===== config.mk =====
export PLATFORM = sky130hd
export DESIGN_NAME = uart_apb_master
export DESIGN_NICKNAME = d
export VERILOG_FILES = /design/src/rtl/uart_apb_pkg.sv /design/src/rtl/uart_apb_master.sv
export SDC_FILE = /design/constraint.sdc
export NUM_CORES = 1
export LEC_CHECK = 0
export CAP_MARGIN = 20
export CELL_PAD_IN_SITES_DETAIL_PLACEMENT = 1
export CELL_PAD_IN_SITES_GLOBAL_PLACEMENT = 2
export CORE_MARGIN = 2
export CORE_UTILIZATION = 28
export DETAILED_ROUTE_END_ITERATION = 12
export PLACE_DENSITY = 0.91
export REMOVE_ABC_BUFFERS = 1
export SETUP_SLACK_MARGIN = 0.15
export SLEW_MARGIN = 20
export SYNTH_ARGS = -nofsm -noshare
export SYNTH_HDL_FRONTEND = slang
export SYNTH_SLANG_ARGS = --single-unit
export TNS_END_PERCENT = 50

===== constraint.sdc =====
create_clock -name PCLK -period 5.1 [get_ports PCLK]
set_input_delay 1.02 -clock PCLK [delete_from_list [all_inputs] [get_ports PCLK]]
set_output_delay 1.02 -clock PCLK [all_outputs]
set_load 0.005 [all_outputs]

===== src/rtl/uart_apb_pkg.sv =====
// Shared definitions for the CoreUARTapb APB master: register map, status bits
// and the master FSM state encoding.
package uart_apb_pkg;

    localparam logic [4:0] REG_TXDATA = 5'h00;
    localparam logic [4:0] REG_RXDATA = 5'h04;
    localparam logic [4:0] REG_CTRL1  = 5'h08;
    localparam logic [4:0] REG_CTRL2  = 5'h0C;
    localparam logic [4:0] REG_STATUS = 5'h10;
    localparam logic [4:0] REG_CTRL3  = 5'h14;

    localparam int BIT_TXRDY       = 0;
    localparam int BIT_RXRDY       = 1;
    localparam int BIT_PARITY_ERR  = 2;
    localparam int BIT_OVERFLOW    = 3;
    localparam int BIT_FRAMING_ERR = 4;

    // Poll phase (S_P_*) and main phase (S_SETUP/S_ACCESS) each form one APB transfer.
    typedef enum logic [2:0] {
        S_IDLE,
        S_P_SETUP,
        S_P_ACCESS,
        S_SETUP,
        S_ACCESS,
        S_RESP
    } state_e;

endpackage


===== src/rtl/uart_apb_master.sv =====
// APB3 initiator for the CoreUARTapb register file: one command at a time, with
// optional STATUS polling before the main access.
module uart_apb_master
    import uart_apb_pkg::*;
#(
    parameter logic [4:0]  STATUS_ADDR  = REG_STATUS,
    parameter int unsigned POLL_TIMEOUT = 1024
) (
    input  logic       PCLK,
    input  logic       PRESET,
    input  logic       CMD_VALID,
    output logic       CMD_READY,
    input  logic       CMD_WRITE,
    input  logic [4:0] CMD_ADDR,
    input  logic [7:0] CMD_WDATA,
    input  logic       CMD_POLL,
    input  logic [7:0] CMD_MASK,
    output logic       RSP_VALID,
    output logic [7:0] RSP_RDATA,
    output logic       RSP_ERR,
    output logic       RSP_TIMEOUT,
    output logic [4:0] PADDR,
    output logic       PSEL,
    output logic       PENABLE,
    output logic       PWRITE,
    output logic [7:0] PWDATA,
    input  logic [7:0] PRDATA,
    input  logic       PREADY,
    input  logic       PSLVERR
);

    localparam int             CNT_W        = (POLL_TIMEOUT == 0) ? 1 : $clog2(POLL_TIMEOUT + 1);
    localparam bit             POLL_LIMITED = (POLL_TIMEOUT != 0);
    localparam logic [CNT_W-1:0] CNT_LAST   = CNT_W'(POLL_TIMEOUT - 1);

    state_e           state_q,   state_d;
    logic             write_q,   write_d;
    logic [4:0]       addr_q,    addr_d;
    logic [7:0]       wdata_q,   wdata_d;
    logic [7:0]       mask_q,    mask_d;
    logic [CNT_W-1:0] cnt_q,     cnt_d;
    logic [7:0]       rdata_q,   rdata_d;
    logic             err_q,     err_d;
    logic             timeout_q, timeout_d;

    logic cmd_accept;
    logic poll_phase;
    logic main_phase;

    // NOTE: non-blocking assignments so every flop samples the pre-edge value of the others.
    always_ff @(posedge PCLK) begin
        if (PRESET) begin
            state_q   <= S_IDLE;
            write_q   <= 1'b0;
            addr_q    <= '0;
            wdata_q   <= '0;
            mask_q    <= '0;
            cnt_q     <= '0;
            rdata_q   <= '0;
            err_q     <= 1'b0;
            timeout_q <= 1'b0;
        end else begin
            state_q   <= state_d;
            write_q   <= write_d;
            addr_q    <= addr_d;
            wdata_q   <= wdata_d;
            mask_q    <= mask_d;
            cnt_q     <= cnt_d;
            rdata_q   <= rdata_d;
            err_q     <= err_d;
            timeout_q <= timeout_d;
        end
    end

    assign cmd_accept = CMD_VALID && CMD_READY;

    always_comb begin
        // NOTE: every signal gets its hold value first, so no branch can infer a latch.
        state_d   = state_q;
        write_d   = write_q;
        addr_d    = addr_q;
        wdata_d   = wdata_q;
        mask_d    = mask_q;
        cnt_d     = cnt_q;
        rdata_d   = rdata_q;
        err_d     = err_q;
        timeout_d = timeout_q;

        unique case (state_q)
            S_IDLE: begin
                if (cmd_accept) begin
                    write_d = CMD_WRITE;
                    addr_d  = CMD_ADDR;
                    wdata_d = CMD_WDATA;
                    mask_d  = CMD_MASK;
                    cnt_d   = '0;
                    state_d = (CMD_POLL && (CMD_MASK != '0)) ? S_P_SETUP : S_SETUP;
                end
            end
            S_P_SETUP: state_d = S_P_ACCESS;
            S_P_ACCESS: begin
                if (PREADY) begin
                    if (PSLVERR) begin
                        rdata_d   = '0;
                        err_d     = 1'b1;
                        timeout_d = 1'b0;
                        state_d   = S_RESP;
                    end else if ((PRDATA & mask_q) != '0) begin
                        state_d = S_SETUP;
                    end else if (POLL_LIMITED && (cnt_q == CNT_LAST)) begin
                        rdata_d   = '0;
                        err_d     = 1'b0;
                        timeout_d = 1'b1;
                        state_d   = S_RESP;
                    end else begin
                        cnt_d   = cnt_q + 1'b1;
                        state_d = S_P_SETUP;
                    end
                end
            end
            S_SETUP: state_d = S_ACCESS;
            S_ACCESS: begin
                if (PREADY) begin
                    rdata_d   = write_q ? '0 : PRDATA;
                    err_d     = PSLVERR;
                    timeout_d = 1'b0;
                    state_d   = S_RESP;
                end
            end
            S_RESP:  state_d = S_IDLE;
            default: state_d = S_IDLE;
        endcase
    end

    // APB and response outputs decode flops only; PRDATA/PREADY never reach them combinationally.
    assign poll_phase = (state_q == S_P_SETUP) || (state_q == S_P_ACCESS);
    assign main_phase = (state_q == S_SETUP) || (state_q == S_ACCESS);

    assign CMD_READY   = (state_q == S_IDLE) && !PRESET;
    assign PSEL        = poll_phase || main_phase;
    assign PENABLE     = (state_q == S_P_ACCESS) || (state_q == S_ACCESS);
    assign PADDR       = poll_phase ? STATUS_ADDR : (main_phase ? addr_q : '0);
    assign PWRITE      = main_phase && write_q;
    assign PWDATA      = (main_phase && write_q) ? wdata_q : '0;
    assign RSP_VALID   = (state_q == S_RESP);
    assign RSP_RDATA   = rdata_q;
    assign RSP_ERR     = err_q;
    assign RSP_TIMEOUT = timeout_q;

endmodule

Yosys cells after proc, flatten, opt, wreduce, memory -nomap -nowiden
Index checks and enable logic that the tools add are counted.
{"block": "classes", "bitwise": 1, "multipliers": 0, "div_mod_pow": 0, "n_mux": 36, "n_lt_le_gt_ge": 0, "n_eq_ne": 14, "reduce_logical": 18, "shift": 0, "add_sub_neg": 1}
{"cell": "$mux 8", "n": 7}
{"cell": "$mux 11", "n": 5}
{"cell": "$pmux 11 s2", "n": 1}
{"cell": "$mux 3", "n": 6}
{"cell": "$pmux 8 s2", "n": 1}
{"cell": "$reduce_bool 8->1", "n": 2}
{"cell": "$pmux 3 s5", "n": 1}
{"cell": "$ne 2x2->1 const B", "n": 6}
{"cell": "$add 11x1->11 const B", "n": 1}
{"cell": "$eq 11x10->1 const B", "n": 1}
{"cell": "$mux 1", "n": 10}
{"cell": "$mux 5", "n": 2}
{"cell": "$and 8x8->8", "n": 1}
{"cell": "$eq 3x2->1 const B", "n": 2}
{"cell": "$eq 3x3->1 const B", "n": 2}
{"cell": "$ne 3x3->1 const B", "n": 2}
{"cell": "$reduce_and 6->1", "n": 1}
{"cell": "$reduce_and 5->1", "n": 1}
{"cell": "$logic_and 1x1->1", "n": 4}
{"cell": "$logic_or 1x1->1", "n": 4}
{"cell": "$pmux 1 s2", "n": 2}
{"cell": "$reduce_bool 2->1", "n": 2}
{"cell": "$eq 3x1->1 const B", "n": 1}
{"cell": "$logic_not 3->1", "n": 1}
{"cell": "other kinds (4)", "n": 4}
{"block": "word_totals", "latchBits": 0, "input_bits": 36, "mem_bits_rw": 0, "register_bits": 46, "output_inout_bits": 28, "memories": 0, "romBits": 0}

Longest topological paths before layout
{"block": "depth", "depth_word": 6, "mapped_depth": 7, "depth_no_buf": 6}

Worst setup path before layout
OpenSTA, ideal clock, no wires.
{"block": "synth_timing", "path_type": "input to register", "startpoint": "in PRESET", "endpoint": "reg cnt_q[9]", "n_path_buf": 1, "arrival_time_ns": 2.542, "path_stages": 6, "path_slack_ns": 2.499, "path_cell_list": "buf_6 > or3b_1 > a211o_1 > or4_4 > nor4_2 > a31o_1"}
{"block": "synth_between", "elab_chain_cells": 5}
{"item": "from (decl)", "line": "uart_apb_master.sv:10", "text": "input logic PRESET,"}
{"item": "$logic_not 1->1", "line": "uart_apb_master.sv:139", "text": "assign CMD_READY = (state_q == S_IDLE) && !PRESET;"}
{"item": "$logic_and 1x1->1", "line": "uart_apb_master.sv:139"}
{"item": "$logic_and 1x1->1", "line": "uart_apb_master.sv:75", "text": "assign cmd_accept = CMD_VALID && CMD_READY;"}
{"item": "$ne 2x2->1 (no line)"}
{"item": "$reduce_and 6->1 (no line)"}
{"item": "to (signal assigned)", "line": "uart_apb_master.sv:68", "text": "cnt_q <= cnt_d;"}
{"item": "to (decl)", "line": "uart_apb_master.sv:41", "text": "logic [CNT_W-1:0] cnt_q, cnt_d;"}
Parallel ways exist; a longest one is shown, timed or not.
A chain may end at the register's enable or synchronous reset.

Worst setup path in the final report
{"block": "layout_timing", "startpoint": "in PRESET", "endpoint": "out CMD_READY"}
{"block": "layout_between", "elab_chain_cells": 2}
{"item": "$logic_not 1->1", "line": "uart_apb_master.sv:139"}
{"item": "$logic_and 1x1->1", "line": "uart_apb_master.sv:139"}
{"item": "to (decl)", "line": "uart_apb_master.sv:12", "text": "output logic CMD_READY,"}
Every way passes these cells.

==> results by group <==
Critical path
  • Critical path type: in -> out
  • Worst stage delay on the critical path: 0.76 ns
  • Crit-path leading delay family: buffers and inverters
  • Endpoint of the lowest-slack register-to-register path: RSP_TIMEOUT
  • Critical path data arrival time: 2.68 ns
  • Critical path capture point type: primary output
  • Reg-to-reg critical path startpoint: state_q[2]
  • Data required, critical path: 4.08 ns
  • Cell breakdown of the critical path: clkdlybuf4s50_1, nor4_1, clkdlybuf4s50_1
  • Most frequent cell on the critical path: clkdlybuf4s50_1
  • Worst-path fanout max: 17
  • Kind of start point of the critical path: input pin
  • Slowest-stage cell, CP: clkdlybuf4s50_1
  • Depth of the most critical reg-to-reg path: 5
  • Number of buffer and inverter instances along the worst setup path: 2
  • Reg2Reg Setup Slack: 2.62 ns

Clock network
  • CTS tree: yes
  • TritonCTS buffer count: 5
  • # Post-CTS Setup Buffers: 0
  • H-tree depth: 2
  • Clock latency reported for the late side of the worst-skew pair: 0.30 ns
  • Post-cts repair resize count: 0
  • Number of hold buffers added after cts: 0
  • Master cell of the clock root buffer: clkbuf_8
  • Clock-pin slew on the worst setup and hold paths: 0.09 ns
  • Sink Count: 46
  • Max clock buf depth: 2

Power and ir drop
  • Leakage Power: 1.04 nW
  • Peak supply drop: 0.000106 V
  • Pwr per Cell Area: 249 nW/µm²

Synth
  • Seq/Total Area, Yosys: 41.8%
  • Share of synthesized flip-flops with an asynchronous set or reset: 0%
  • Post-synth design cell area: 2200 µm²
  • Synthesized flop and latch total: 46
  • Total of warnings raised by yosys: 0
  • Average cell area after synthesis: 7.85 µm²
  • Primary FF master, synth: dfxtp_1
  • Post-synth EDFFs: 0
  • Number of instances in the synthesized netlist: 281
  • Number of distinct library cell variants in the gate-level netlist after synthesis: 45

Route
  • Routed vias/inst: 5.04
  • DRC violation count after routing: 0
  • DR WL/cell: 14.9 µm
  • Number of detailed-routing iterations run before antenna repair: 4
  • Iteration-0 DRC count of the detailed router: 86
  • Post-route ant nets: 0
  • Total via count in the routed design: 2219
  • Total wire length: 6560 µm

Global routing
  • Total Routing Usage GR: 15.7%
  • Wire length of the first global-routing pass: 10900 µm
  • Largest net degree at the start of global routing: 45
  • Initial antenna violation count: 0
  • Total global routing overflow: 0
  • Via count of the first global-routing pass: 2280

Place
  • Final weighted congestion of routability-driven global placement: 0.736
  • # port buffers: 63
  • Placed cell count: 432
  • DPL Wire Length: 4630 µm

Timing
  • Final worst-path cycle share: 72.6%
  • TNS Setup: 0 ns
  • Final min period: 3.70 ns
  • RSZ-0062 raised after global routing: no
  • Max Clock Freq: 0.270 GHz
  • Final setup viols: 0
  • Endpoints failing hold: 0
  • Worst slack on hold paths: 0.460 ns
  • Maximum clock skew at final layout: 0.0105 ns
  • Worst slew slack as a fraction of its limit: 34.0%
  • Slew @ Worst Pin: 0.983 ns
  • Count of final max-slew check failures: 0

Run status
  • Status: finished, final reports clean

Final layout
  • Commonest cells after routing, fill and taps aside: nand2_1, clkdlybuf4s50_1, dfxtp_1
  • Final instance count without filler cells: 440
  • Final nets: 374
  • Area added between synthesis and finish: 35.9%
  • Most common cell after layout, fill and taps aside: nand2_1
  • Layout cells sized above 1: 6.51%
  • Number of antenna repair diodes: 0

Min path
  • Path category of the worst min-delay check: reg -> reg
  • Hold path depth: 2
  • Hold wc startpoint: addr_q[1]
  • Endpoint with the worst hold slack: addr_q[1]

Floorplanning
  • Total core area: 7690 µm²
  • Count of standard-cell rows: 32
  • Effective utilization at floorplan: 28.7%
  • Number of placed I/O pins: 64
  • DIE HEIGHT: 92.7 µm
  • Die W: 92.7 µm
  • Die area: 8600 µm²

Flow run
  • Max capacitance violation total: 0
[worst min-delay path: stages, from the launching register on]
cell     delay, ns
dfxtp_1       0.32
nand2_1       0.05
o21ai_0       0.06
[cell usage after synthesis, types with 2 or more instances]
master,count,area (µm²)
clkbuf_1,13,48.8
nand2_1,69,259
inv_1,3,11.3
o21ai_0,37,185
nor2_1,7,26.3
a21oi_1,13,65.1
or4_4,2,22.5
nand4_1,2,12.5
nand3_1,13,65.1
a211oi_1,2,15.0
nor3b_1,2,15.0
nand2b_1,3,18.8
buf_2,2,10.0
nor4_1,5,31.3
buf_6,2,22.5
nand3b_1,2,15.0
and3_1,10,62.6
a311oi_1,2,17.5
a22oi_1,4,30.0
nor3_1,6,30.0
and2_1,5,31.3
o31ai_1,3,22.5
a21o_1,4,30.0
or3b_2,2,17.5
nor4_2,3,37.5
dfxtp_1,46,921
[worst max-delay path by stage]
stage,from,slack [ns],cells past startpoint,end
after global routing,state_q[2],1.27,4,PWDATA[3]
after floorplan,PRESET,0.40,4,addr_q[0]
after CTS,PRESET,1.39,3,CMD_READY
after detailed placement,PRESET,1.32,6,cnt_q[6]
final,PRESET,1.40,3,CMD_READY
after global placement,PRESET,1.34,3,CMD_READY
[per-stage QoR]
stage / instance area (µm²) / util, % / power, W / worst slack [ns]
2_1_floorplan: 2120 / - / 0.000458 / 0.399
3_3_place_gp: 2910 / 37.9 / 0.000526 / 1.34
3_5_place_dp: 2910 / 37.9 / 0.000529 / 1.32
4_1_cts: 3000 / 39.0 / 0.000758 / 1.39
5_1_grt: 3000 / 39.0 / 0.000789 / 1.27
6_report: 3000 / 39.0 / 0.000747 / 1.40
[logic make-up (layout without fill, tap and decap cells)]
logic type | after synthesis | after routing | synth area share [%]
and+or+nand+nor | 136 | 136 | 31.2
DFF | 46 | 46 | 41.8
muxes | 1 | 1 | 0.454
xor gates and xnor gates | 1 | 1 | 0.397
AOI/OAI and AO/OA | 75 | 75 | 21.2
adders and majority gates | 1 | 1 | 0.567
buffers and inverters | 21 | 78 | 4.37
[metal layers]
layer / track usage [%] / vias to the layer above / routed length [µm]
li1: - / 1107 / -
met1: 19.2 / 1065 / 3010
met2: 26.8 / 43 / 3100
met3: 5.37 / 4 / 410
met4: 3.31 / 0 / 36
met5: 0 / - / 0
[power by group]
group,total [W],switching [W],internal [W]
Combinational,0.000126,0.0000652,0.0000607
Sequential,0.000395,0.0000170,0.000378
Clock,0.000226,0.000129,0.0000970
[layout make-up]
type	instances	area (µm²)
clock buffer	6	72.6
clock inverter	2	13.8
sequential	46	921
multi-input combinational	214	1190
fill	934	4690
timing repair buffer	66	653
tap	102	128
inverter	4	15.0
[flip-flops by register name, indices dropped and copies added (netlist names)]
signal / count
RSP_RDATA: 8
cnt_q: 11
write_q: 1
state_q: 3
mask_q: 8
RSP_TIMEOUT: 1
RSP_ERR: 1
addr_q: 5
wdata_q: 8
Note: power is estimated with default switching activity, not from simulation.
